[src/rtl/dma_engineer_rd.sv]
`default_nettype none
// -----------------------------------------------------------------------------
// Module   : dma_engineer_rd
// Purpose  : Responder for weight fetches. It issues pipelined memory word reads
//            and streams the returned words back to the requesting client.
// Revision : 1.0
// -----------------------------------------------------------------------------
module dma_engineer_rd #(
  parameter int ADDR_W          = 27,
  parameter int DATA_W          = 512,
  parameter int MAX_OUTSTANDING = 8,
  parameter int OST_W           = 4
) (
  input  logic              clk,
  input  logic              rst,
  input  logic              dma_engineer_req,
  output logic              dma_engineer_ack,
  input  logic [ADDR_W-1:0] dma_engineer_start_addr,
  input  logic [ADDR_W-1:0] dma_engineer_length,
  output logic              dma_engineer_dout_en,
  output logic              dma_engineer_dout_eop,
  output logic [DATA_W-1:0] dma_engineer_dout,
  output logic              mem_rd_req,
  input  logic              mem_rd_gnt,
  output logic [ADDR_W-1:0] mem_rd_addr,
  input  logic              mem_rd_rvalid,
  input  logic [DATA_W-1:0] mem_rd_rdata
);

  localparam logic [OST_W-1:0] c_max_ost = OST_W'(MAX_OUTSTANDING);

  typedef enum logic [1:0] {
    S_IDLE = 2'd0,
    S_ACK  = 2'd1,
    S_RUN  = 2'd2
  } state_t;

  state_t            r_state, w_state_nx;
  logic [ADDR_W-1:0] r_addr, w_addr_nx;
  logic [ADDR_W-1:0] r_remain_iss, w_iss_nx;
  logic [ADDR_W-1:0] r_remain_ret, w_ret_nx;
  logic [OST_W-1:0]  r_ost, w_ost_nx;
  logic              r_ack, r_dout_en, r_dout_eop, r_mem_req;
  logic [DATA_W-1:0] r_dout;
  logic              w_ack_nx, w_eop_nx, w_req_nx;
  logic              w_issue, w_return;

  assign w_issue  = (r_state == S_RUN) && r_mem_req && mem_rd_gnt;
  assign w_return = (r_state == S_RUN) && mem_rd_rvalid && (r_remain_ret != '0);

  always_comb begin
    w_state_nx = r_state;
    w_addr_nx  = r_addr;
    w_iss_nx   = r_remain_iss;
    w_ret_nx   = r_remain_ret;
    w_ost_nx   = r_ost;
    w_ack_nx   = 1'b0;
    w_eop_nx   = 1'b0;
    case (r_state)
      S_IDLE: begin
        if (dma_engineer_req) begin
          w_addr_nx  = dma_engineer_start_addr;
          w_iss_nx   = dma_engineer_length;
          w_ret_nx   = dma_engineer_length;
          w_ost_nx   = '0;
          w_ack_nx   = 1'b1;
          w_state_nx = S_ACK;
        end
      end
      S_ACK: begin
        w_state_nx = (r_remain_ret == '0) ? S_IDLE : S_RUN;
      end
      S_RUN: begin
        if (w_issue) begin
          w_addr_nx = r_addr + ADDR_W'(1);
          w_iss_nx  = r_remain_iss - ADDR_W'(1);
        end
        if (w_return) begin
          w_ret_nx = r_remain_ret - ADDR_W'(1);
          w_eop_nx = (r_remain_ret == ADDR_W'(1));
        end
        if (w_issue && !(w_return && r_ost != '0)) begin
          w_ost_nx = r_ost + OST_W'(1);
        end else if (!w_issue && w_return && r_ost != '0) begin
          w_ost_nx = r_ost - OST_W'(1);
        end
        // The eop beat is presented while still in RUN, so leave one cycle later.
        if (r_remain_ret == '0) begin
          w_state_nx = S_IDLE;
        end
      end
      default: w_state_nx = S_IDLE;
    endcase
    w_req_nx = (w_state_nx == S_RUN) && (w_iss_nx != '0) && (w_ost_nx < c_max_ost);
  end

  always_ff @(posedge clk or negedge rst) begin
    if (!rst) begin
      r_state      <= S_IDLE;
      r_addr       <= '0;
      r_remain_iss <= '0;
      r_remain_ret <= '0;
      r_ost        <= '0;
      r_ack        <= 1'b0;
      r_dout_en    <= 1'b0;
      r_dout_eop   <= 1'b0;
      r_mem_req    <= 1'b0;
      r_dout       <= '0;
    end else begin
      r_state      <= w_state_nx;
      r_addr       <= w_addr_nx;
      r_remain_iss <= w_iss_nx;
      r_remain_ret <= w_ret_nx;
      r_ost        <= w_ost_nx;
      r_ack        <= w_ack_nx;
      r_dout_en    <= w_return;
      r_dout_eop   <= w_eop_nx;
      r_mem_req    <= w_req_nx;
      if (w_return) begin
        r_dout <= mem_rd_rdata;
      end
    end
  end

  assign dma_engineer_ack      = r_ack;
  assign dma_engineer_dout_en  = r_dout_en;
  assign dma_engineer_dout_eop = r_dout_eop;
  assign dma_engineer_dout     = r_dout;
  assign mem_rd_req            = r_mem_req;
  assign mem_rd_addr           = r_addr;

endmodule
`default_nettype wire

[config.mk]
export PLATFORM = sky130hd
export DESIGN_NAME = dma_engineer_rd
export DESIGN_NICKNAME = d
export VERILOG_FILES = /design/src/rtl/dma_engineer_rd.sv
export SDC_FILE = /design/constraint.sdc
export NUM_CORES = 1
export LEC_CHECK = 0
export BUFFER_PORTS_ARGS = -buffer_cell sky130_fd_sc_hd__buf_2
export CAP_MARGIN = 5
export CELL_PAD_IN_SITES_DETAIL_PLACEMENT = 1
export CELL_PAD_IN_SITES_GLOBAL_PLACEMENT = 1
export CORE_AREA = 4 4 434 436
export CTS_CLUSTER_SIZE = 20
export DETAILED_ROUTE_END_ITERATION = 12
export DIE_AREA = 0 0 438 440
export PLACE_DENSITY_LB_ADDON = 0.1
export SYNTH_ARGS = -nofsm -noshare
export SYNTH_HDL_FRONTEND = slang
export SYNTH_SLANG_ARGS = --single-unit
[constraint.sdc]
create_clock -name clk -period 5.8 [get_ports clk]
set_input_delay 0.58 -clock clk [delete_from_list [all_inputs] [get_ports clk]]
set_output_delay 0.58 -clock clk [all_outputs]
set_load 0.1 [all_outputs]
; ---- Word level (Yosys, flattened, before mapping)
; Cells that the tools add are included.
[totals]
register_bits = 603
inputBits = 571
elab_cells = 64
[classes]
n_addsub = 5
n_lt_le_gt_ge = 1
n_eq_ne = 7
muxes = 21
reduce_logical = 20
[ops]
columns = cell, count
row1 = two-way mux 27 bit, 6
row2 = case mux 27 bit (2 select lines), 3
row3 = nonzero test 27 bit, 2
row4 = subtractor 27 x 1 -> 27 bit (second input constant), 2
row5 = adder 27 x 1 -> 27 bit (second input constant), 1
row6 = equality test 27 x 1 -> 1 bit (second input constant), 1
row7 = zero test 27 bit, 1
row8 = two-way mux 4 bit, 3
row9 = logical AND 1 bit, 10
row10 = case mux 4 bit (2 select lines), 1
row11 = two-way mux 2 bit, 3
row12 = inequality test 2 bit (second input constant), 3
row13 = case mux 2 bit (3 select lines), 1
row14 = AND reduction 3 bit, 2
row15 = adder 4 x 1 -> 4 bit (second input constant), 1
row16 = equality test 2 bit (second input constant), 2
row17 = less-than comparator 4 bit (second input constant), 1
row18 = two-way mux 1 bit, 4
row19 = nonzero test 4 bit, 1
row20 = subtractor 4 x 1 -> 4 bit (second input constant), 1
row21 = equality test 2 x 1 -> 1 bit (second input constant), 1
row22 = zero test 1 bit, 2
row23 = zero test 2 bit, 1
row24 = nonzero test 2 bit, 1

; ---- Depth between registers and ports, before layout
; Gate-level depths: netlist of run 1.
[depth]
ltp_word = 11
mapped_depth = 13
depth_no_buf = 11

; ---- Worst setup path after synthesis of run 1
; OpenSTA, ideal clock, no wires.
[synth_timing]
path_type = register to register
from = reg r_mem_req (netlist: mem_rd_req)
to = reg r_mem_req (netlist: mem_rd_req)
setup_time_ns = 0.129
t_arrival_ns = 2.941
t_required_ns = 5.671
path_slack_ns = 2.730
path_stages_with_launch = 10
synth_period_minus_slack_ns = 3.070
cell_sequence = dfrtp_1 and4b_1 clkbuf_2 nand4_2 nor3_1 a21oi_1 o21ba_2 or4b_1 nor4_1 nor3b_1
[synth_between]
elab_chain_len = 10
elab_cells_between_ends = 15
cone_classes = 1 x order compare / 5 x mux / 9 x reduce/logical
[synth_rtl]
columns = element, line
row1 = from (decl), 43  ; logic r_ack, r_dout_en, r_dout_eop, r_mem_req;
row2 = from (signal assigned), 118  ; r_mem_req <= w_req_nx;
row3 = logical AND 1 bit (*) (2 in series), 48  ; assign w_issue = (r_state == S_RUN) && r_mem_req && mem_rd_gnt;
row4 = zero test 1 bit, 84  ; end else if (!w_issue && w_return && r_ost != '0) begin
row5 = logical AND 1 bit (2 in series), 84
row6 = two-way mux 4 bit, 84
row7 = two-way mux 4 bit, 82  ; if (w_issue && !(w_return && r_ost != '0)) begin
row8 = case mux 4 bit (2 select lines), 59  ; case (r_state)
row9 = less-than comparator 4 bit, 94  ; w_req_nx = (w_state_nx == S_RUN) && (w_iss_nx != '0) && (w_ost_nx < c_max_ost);
row10 = logical AND 1 bit (*), 94
row11 = named net w_req_nx, 45  ; logic w_ack_nx, w_eop_nx, w_req_nx;
; The timed path passes the listed nets; every way through them passes the cells marked *.
; A chain may end at the register's enable or synchronous reset.

; ---- Worst setup path after layout of run 1
[layout_timing]
from = reg r_state[1]
to = reg r_mem_req (netlist: mem_rd_req)
[layout_between]
elab_chain_len = 11
elab_cells_between_ends = 26
cone_classes = 1 x order compare / 3 x eq/ne / 8 x mux / 14 x reduce/logical
[layout_rtl]
columns = element, line
row1 = from (decl), 38  ; state_t r_state, w_state_nx;
row2 = from (signal assigned), 110  ; r_state <= w_state_nx;
row3 = equality test 2 bit, "48, 49, 59"
row4 = logical AND 1 bit (2 in series), 48
row5 = zero test 1 bit, 84
row6 = logical AND 1 bit (2 in series), 84
row7 = two-way mux 4 bit, 84
row8 = two-way mux 4 bit, 82
row9 = case mux 4 bit (2 select lines), 59
row10 = less-than comparator 4 bit, 94
row11 = logical AND 1 bit (*), 94
row12 = named net w_req_nx, 45
; Marks and branches as above.

==> results of run 1 <==
-- layout by cell type, fill, tap and decap left out, drive strengths merged, types with 6 or more instances in the layout --
master and n:
nand4 18, or3 9, o22ai 26, inv 19
nor4 18, mux2i 7, dlygate4sd3 73, o21ai 63
o22a 17, clkbuf 140, or4 6, and3 9
o211ai 8, a22oi 7, buf 1135, dfrtp 603
nor3 24, nand2 73, nand2b 6, nor2 71
o32ai 6, nand3 24, a31oi 7, a21oi 100
ha 6, diode 34, clkinv 11, mux2 512
-- repair_timing --
item | CTS | global route
hold buffers | 73 | 0
endpoints found under the hold margin | 131 | 0
endpoints found under the setup margin | 0 | 0
-- cell type report --
class                      instances  area, um2
inverter                          17       71.3
antenna                           34       85.1
multi-input combinational       1080       9100
clock buffer                     140       2630
timing repair buffer            1208       6550
tap                             2480       3100
sequential                       603      15100
fill                           21100     148000
clock inverter                    17        219
-- Yosys cell counts, types with 8 or more instances --
cell type  instances  area, um2
dfrtp_1          603      15100
mux2_2           509       5730
a21oi_1           99        495
nand2_1           73        274
nor2_1            70        263
o21ai_0           63        315
clkbuf_1          51        191
buf_2             49        245
o22ai_1           26        163
nand3_1           24        120
nor3_1            20        100
nand4_1           17        106
o22a_1            17        149
inv_1             15       56.3
nor4_1            15       93.8
and3_1             9       56.3
o211ai_1           8       60.1
or3_1              8       50.1
-- kinds of logic (layout without fill, tap and decap cells) --
group,count (synthesis),after routing,synth area share [%]
buffers and inverters,124,1382,2.20
xor gates and xnor gates,1,1,0.0355
DFF,603,603,61.1
adders and majority gates,6,6,0.304
muxes,519,519,23.6
other,0,34,0
AOI/OAI and AO/OA,265,265,6.63
and+or+nand+nor,289,289,6.12
-- stage by stage --
stage / area, um2 / hold WS, ps
after floorplan: 24700 / 284
after CTS: 36800 / 0.185
final: 36800 / 105
after detailed placement: 33200 / 474
after global placement: 33200 / 472
after global routing: 36800 / 35.1
-- final timing paths --
| path | from | endpoint | slack (ps) | depth (start not counted) |
|---|---|---|---|---|
| max | r_state[1] | mem_rd_req | 1840 | 9 |
| min | mem_rd_rdata[24] | dma_engineer_dout[24] | 100 | 2 |
| max reg2reg | r_state[1] | mem_rd_req | 1840 | 9 |
| min reg2reg | dma_engineer_dout[459] | dma_engineer_dout[459] | 480 | 1 |
| max in group asynchronous | rst | dma_engineer_dout[339] | 3940 | 3 |
| min in group asynchronous | rst | dma_engineer_dout[279] | 500 | 2 |
-- sequential cells by signal, indices dropped and copies added, names as in the netlist --
signal,count
r_ost,4
dma_engineer_dout,512
mem_rd_req,1
r_state,2
dma_engineer_dout_en,1
r_remain_ret,27
dma_engineer_dout_eop,1
dma_engineer_ack,1
r_remain_iss,27
mem_rd_addr,27
-- layer usage --
layer | up-vias | GRT usage, % | routed length, um
li1 | 9025 | - | -
met1 | 10300 | 15.4 | 51300
met2 | 729 | 26.4 | 75900
met3 | 305 | 4.92 | 11200
met4 | 32 | 4.11 | 4100
met5 | - | 0 | 225
-- worst max-delay path, cell delays in order, from the launching register on --
cell and delay (ps):
dfrtp_1 720, buf_4 330, o21ba_2 400, a21oi_4 280
a2111oi_0 790, nand4b_1 170, nor4_1 340, nand4b_1 160
nor4_1 510, nor3b_1 90
==> summary.md, run 1 <==
| Metric | Value |
|---|---|
| IO Count | 1114 |
| Largest net degree at the start of global routing | 130 |
| Syn. warnings | 0 |
| Final hold violations | 0 |
| Worst Skew | 31.5 ps |
| Async SR Flop Fraction | 100% |
| Gr usage total | 14.3% |
| IO buf count | 1113 |
| Fin crit period | a little under 4000 ps |
| # rows | 158 |
| H-Tree Depth | 3 |
| Mean post-synth cell area | 13.7 um2 |
| Placement Setup Slack | 1740 ps |
| CP startpoint kind | flip-flop |
| Worst Tran Pin Value | 989 ps |
| Number of routed nets with antenna violations | 0 |
| Non-filler instance count after layout | 5579 |
| Status | complete, no violations |
| Mapped Nets | between 2000 and 2500 |
| Initial drt markers | 714 |
| Cells after Synth | 1807 |
| Hold crit path type | in2reg |
| Clk sinks | 603 |
| Register area share after synthesis | 61.1% |
| Setup Crit Path Kind | reg2reg |
| Share of layout cells above drive strength 1 | 58.6% |
| Worst Path Required | 6350 ps |
| Vias in the first global route | 22100 |
| Crit path max fanout | 22 |
| Max Cap Viol | 0 |
| Clock Latency Late Sink | 710 ps |
| Die height | 440 um |
| Setup WS post-layout | roughly 1800 ps |
| Grt total ovfl | 0 |
| Slew margin rel. | 34.1% |
| Vias | 20400 |
| First-pass GRT wire length | 192000 um |
| Max Slew Vio Count | 0 |
| Final Core Density | about a fifth |
| Register bit total from synthesis | between 600 and 700 |
| TNS Setup | 0 ps |
| Synthesis-to-layout area growth | 49.2% |
| Post-synth EDFFs | 0 |
| Routability cong. | 0.785 |
| Core Region | between 150000 and 200000 um2 |
| # nets final | 3576 |
| Fin crit share | 68.2% |
| Vias per Instance | around 3.7 |
| # resized after CTS | 0 |
| Initial antenna violation count | around 120 |
| Average routed wire per standard cell | roughly 26 um |
| Max clock buf depth | 3 |
| # DRC | 0 |
| Arr. time, crit path | 4510 ps |
| Crit end category | flip-flop |
| Worst-path clk slew | around 60 ps |
| Root buf cell | clkbuf_16 |
| Unique cell type count in the Yosys netlist | 69 |
| Die X | 438 um |
| Post-CTS Setup Inserts | 0 |
| TritonCTS clock tree | yes |
| First drt pass iteration count | 4 |
| Placed Cells | 5315 |
| Initial core utilization | 13.4% |
| Primary FF master, synth | dfrtp_1 |
| Fmax | 0.253 GHz |
| Final setup vio count | 0 |
| Total CTS buffers | 89 |
| Full die area | 193000 um2 |
| Synth Cell Area | 24700 um2 |
| RSZ-0062 raised after global routing | false |
| Detailed Place HPWL | 113000 um |
| Routed WL | around 140000 um |
Power of run 1 is left out: the tool's default activity adds up to more than one toggle a clock period on the data nets, which glitch-free logic cannot reach.
==> run 2, diff against run 1 <==
Settings changed: CORE_AREA 4 4 434 436 to 4 4 432 434, DIE_AREA 0 0 438 440 to 0 0 436 438.
Clock period 5.8 ns to 3.4 ns, I/O delays scaled along.
==> run 2 against run 1 <==
Sequential share of layout area down 5.3 points; clock skew up 2.4 ps; count of clock-buffer cells in the layout down 5; design area up 15%; critical endpoint unchanged; highest routed layer unchanged; setup slack worse by 1500 ps.
==> summary.md, run 2 (synthesis results as in run 1) <==
| Metric | Value |
|---|---|
| Synthesis-to-layout area growth | 71.3% (was 49.2%) |
| Die height | 438 um (was 440 um) |
| Routed WL | 146000 um (was 143000 um) |
| Average routed wire per standard cell | 24.3 um (was 25.6 um) |
| Initial drt markers | 662 (was 714) |
| Crit end category | flip-flop (unchanged) |
| Worst-path clk slew | 60 ps (about the same) |
| CP startpoint kind | flip-flop (unchanged) |
| Routability cong. | 0.830 (was 0.785) |
| Full die area | 191000 um2 (was 193000 um2) |
| Setup Crit Path Kind | reg2reg (unchanged) |
| Worst Tran Pin Value | 895 ps (was 989 ps) |
| Most common cell after layout, fill and taps aside | buf_2 (unchanged) |
| Detailed Place HPWL | 117000 um (was 113000 um) |
| Initial core utilization | 13.5% (was 13.4%) |
| # DRC | 0 (unchanged) |
| Fmax | 0.326 GHz (was 0.253 GHz) |
| Initial antenna violation count | 66 (was 121) |
| Number of routed nets with antenna violations | 0 (unchanged) |
| Hold crit path type | in2reg (unchanged) |
| Max Cap Viol | 0 (unchanged) |
| Worst Path Required | 3970 ps (was 6350 ps) |
| Fin crit share | 90.2% (was 68.2%) |
| Gr usage total | 14.9% (was 14.3%) |
| Root buf cell | clkbuf_16 (unchanged) |
| Placement Setup Slack | 213 ps (was 1740 ps) |
| Worst Skew | 34.0 ps (was 31.5 ps) |
| Commonest non-fill, non-tap cells in the layout | buf_2 (1112), dfrtp_1 (603), dlygate4sd3_1 (562), mux2_2 (509), a21oi_1 (98) (was buf_2 (1112), dfrtp_1 (603), mux2_2 (509), a21oi_1 (98), clkbuf_16 (90)) |
| IO Count | 1114 (unchanged) |
| Setup WS post-layout | 333 ps (was 1840 ps) |
| Die X | 436 um (was 438 um) |
| Slew margin rel. | 40.3% (was 34.1%) |
| TNS Setup | 0 ps (unchanged) |
| Total CTS buffers | 87 (was 89) |
| Grt total ovfl | 0 (unchanged) |
| Vias per Instance | 3.68 (was 3.66) |
| Max reg flops | 512 (unchanged) |
| First drt pass iteration count | 4 (unchanged) |
| Fin crit period | 3070 ps (was 3960 ps) |
| Core Region | 183000 um2 (was 185000 um2) |
| RSZ-0062 raised after global routing | false (unchanged) |
| First-pass GRT wire length | 202000 um (was 192000 um) |
| Share of layout cells above drive strength 1 | 51.6% (was 58.6%) |
| Crit path max fanout | 5 (was 22) |
| Clock Latency Late Sink | 700 ps (was 710 ps) |
| Final setup vio count | 0 (unchanged) |
| # nets final | 4123 (was 3576) |
| Final hold violations | 0 (unchanged) |
| Status | complete, no violations (unchanged) |
| Max Slew Vio Count | 0 (unchanged) |
| Vias in the first global route | 24900 (was 22100) |
| Largest net degree at the start of global routing | 84 (was 130) |
| Arr. time, crit path | 3630 ps (was 4510 ps) |
| Max clock buf depth | 3 (unchanged) |
| Clk sinks | 603 (unchanged) |
| IO buf count | 1113 (unchanged) |
| Fill count | 20700 (was 21100) |
| TritonCTS clock tree | yes (unchanged) |
| # rows | 157 (was 158) |
| Vias | 22200 (was 20400) |
| H-Tree Depth | 3 (unchanged) |
## run 2: changes by cell type in the layout (fill, tap and decap cells not counted), moves of 2 or more
| cell | delta |
|---|---|
| clkinv_2 | +2 |
| clkinv_8 | +2 |
| bufinv_16 | +2 |
| buf_12 | +11 |
| clkinv_4 | +2 |
| buf_4 | +49 |
| inv_16 | -3 |
| clkbuf_8 | +7 |
| dlygate4sd3_1 | +489 |
| diode_2 | -13 |
| clkbuf_1 | -11 |
## run 2: layer usage
layer	share of wire, %	global-route usage (%)	wire, um	up-vias
li1	-	-	-	10100
met1	38	16.4	55200	11100
met2	52	26.8	75700	687
met3	6.3	4.55	9270	239
met4	3.9	5.35	5760	12
met5	0.043	0	63	-
## run 2: path summary, 6_finish.rpt
kind	from	slack [ps]	cells past startpoint	endpoint
setup / recovery	r_remain_iss[0]	330	10	mem_rd_req
hold / removal	dma_engineer_length[7]	90	3	r_remain_ret[7]
setup reg to reg	r_remain_iss[0]	330	10	mem_rd_req
hold reg to reg	r_remain_ret[18]	490	2	r_remain_ret[18]
max in group asynchronous	rst	2090	3	dma_engineer_dout[329]
min in group asynchronous	rst	200	2	dma_engineer_dout[51]
## run 2: area by class of cell
cell class                      count  area (um2)  area share, %
Antenna cell                       21        52.6          0.124
Clock buffer                      135        2660           6.29
Clock inverter                     24         318          0.751
Inverter                           17        71.3          0.169
Multi-Input combinational cell   1080        9100           21.5
Sequential cell                   603       15100           35.7
Tap cell                         2385        2980           7.05
Timing Repair Buffer             1757       12000           28.4
## run 2: critical path, stage by stage, from the launching register on
cell and delay, ps:
dfrtp_1 410, inv_1 90, ha_1 260, nor4bb_1 300
nand4_1 350, o211ai_1 270, o311ai_0 290, nor3_1 310
nand4b_1 130, nor4_1 410, nor3b_1 90
## run 2: per-stage QoR
step | std cells | util [%] | hold WS (ps) | area, um2
detailed placement | 5279 | 18.4 | 411 | 33600
floorplan | 1807 | - | 44.4 | 24700
global route | 6015 | 23.1 | 60.5 | 42300
finish | 6022 | 23.2 | 93.3 | 42300
global placement | 5279 | 18.4 | 411 | 33600
CTS | 6000 | 23.1 | 15.2 | 42200
## run 2: repair_timing
action                                  CTS  global route
endpoints found under the setup margin    0             1
hold buffers                            562             0
resized for setup                         0             0
hold endpoints to repair                617             0
setup buffers                             0             1
Power of run 2 is left out for the same reason.
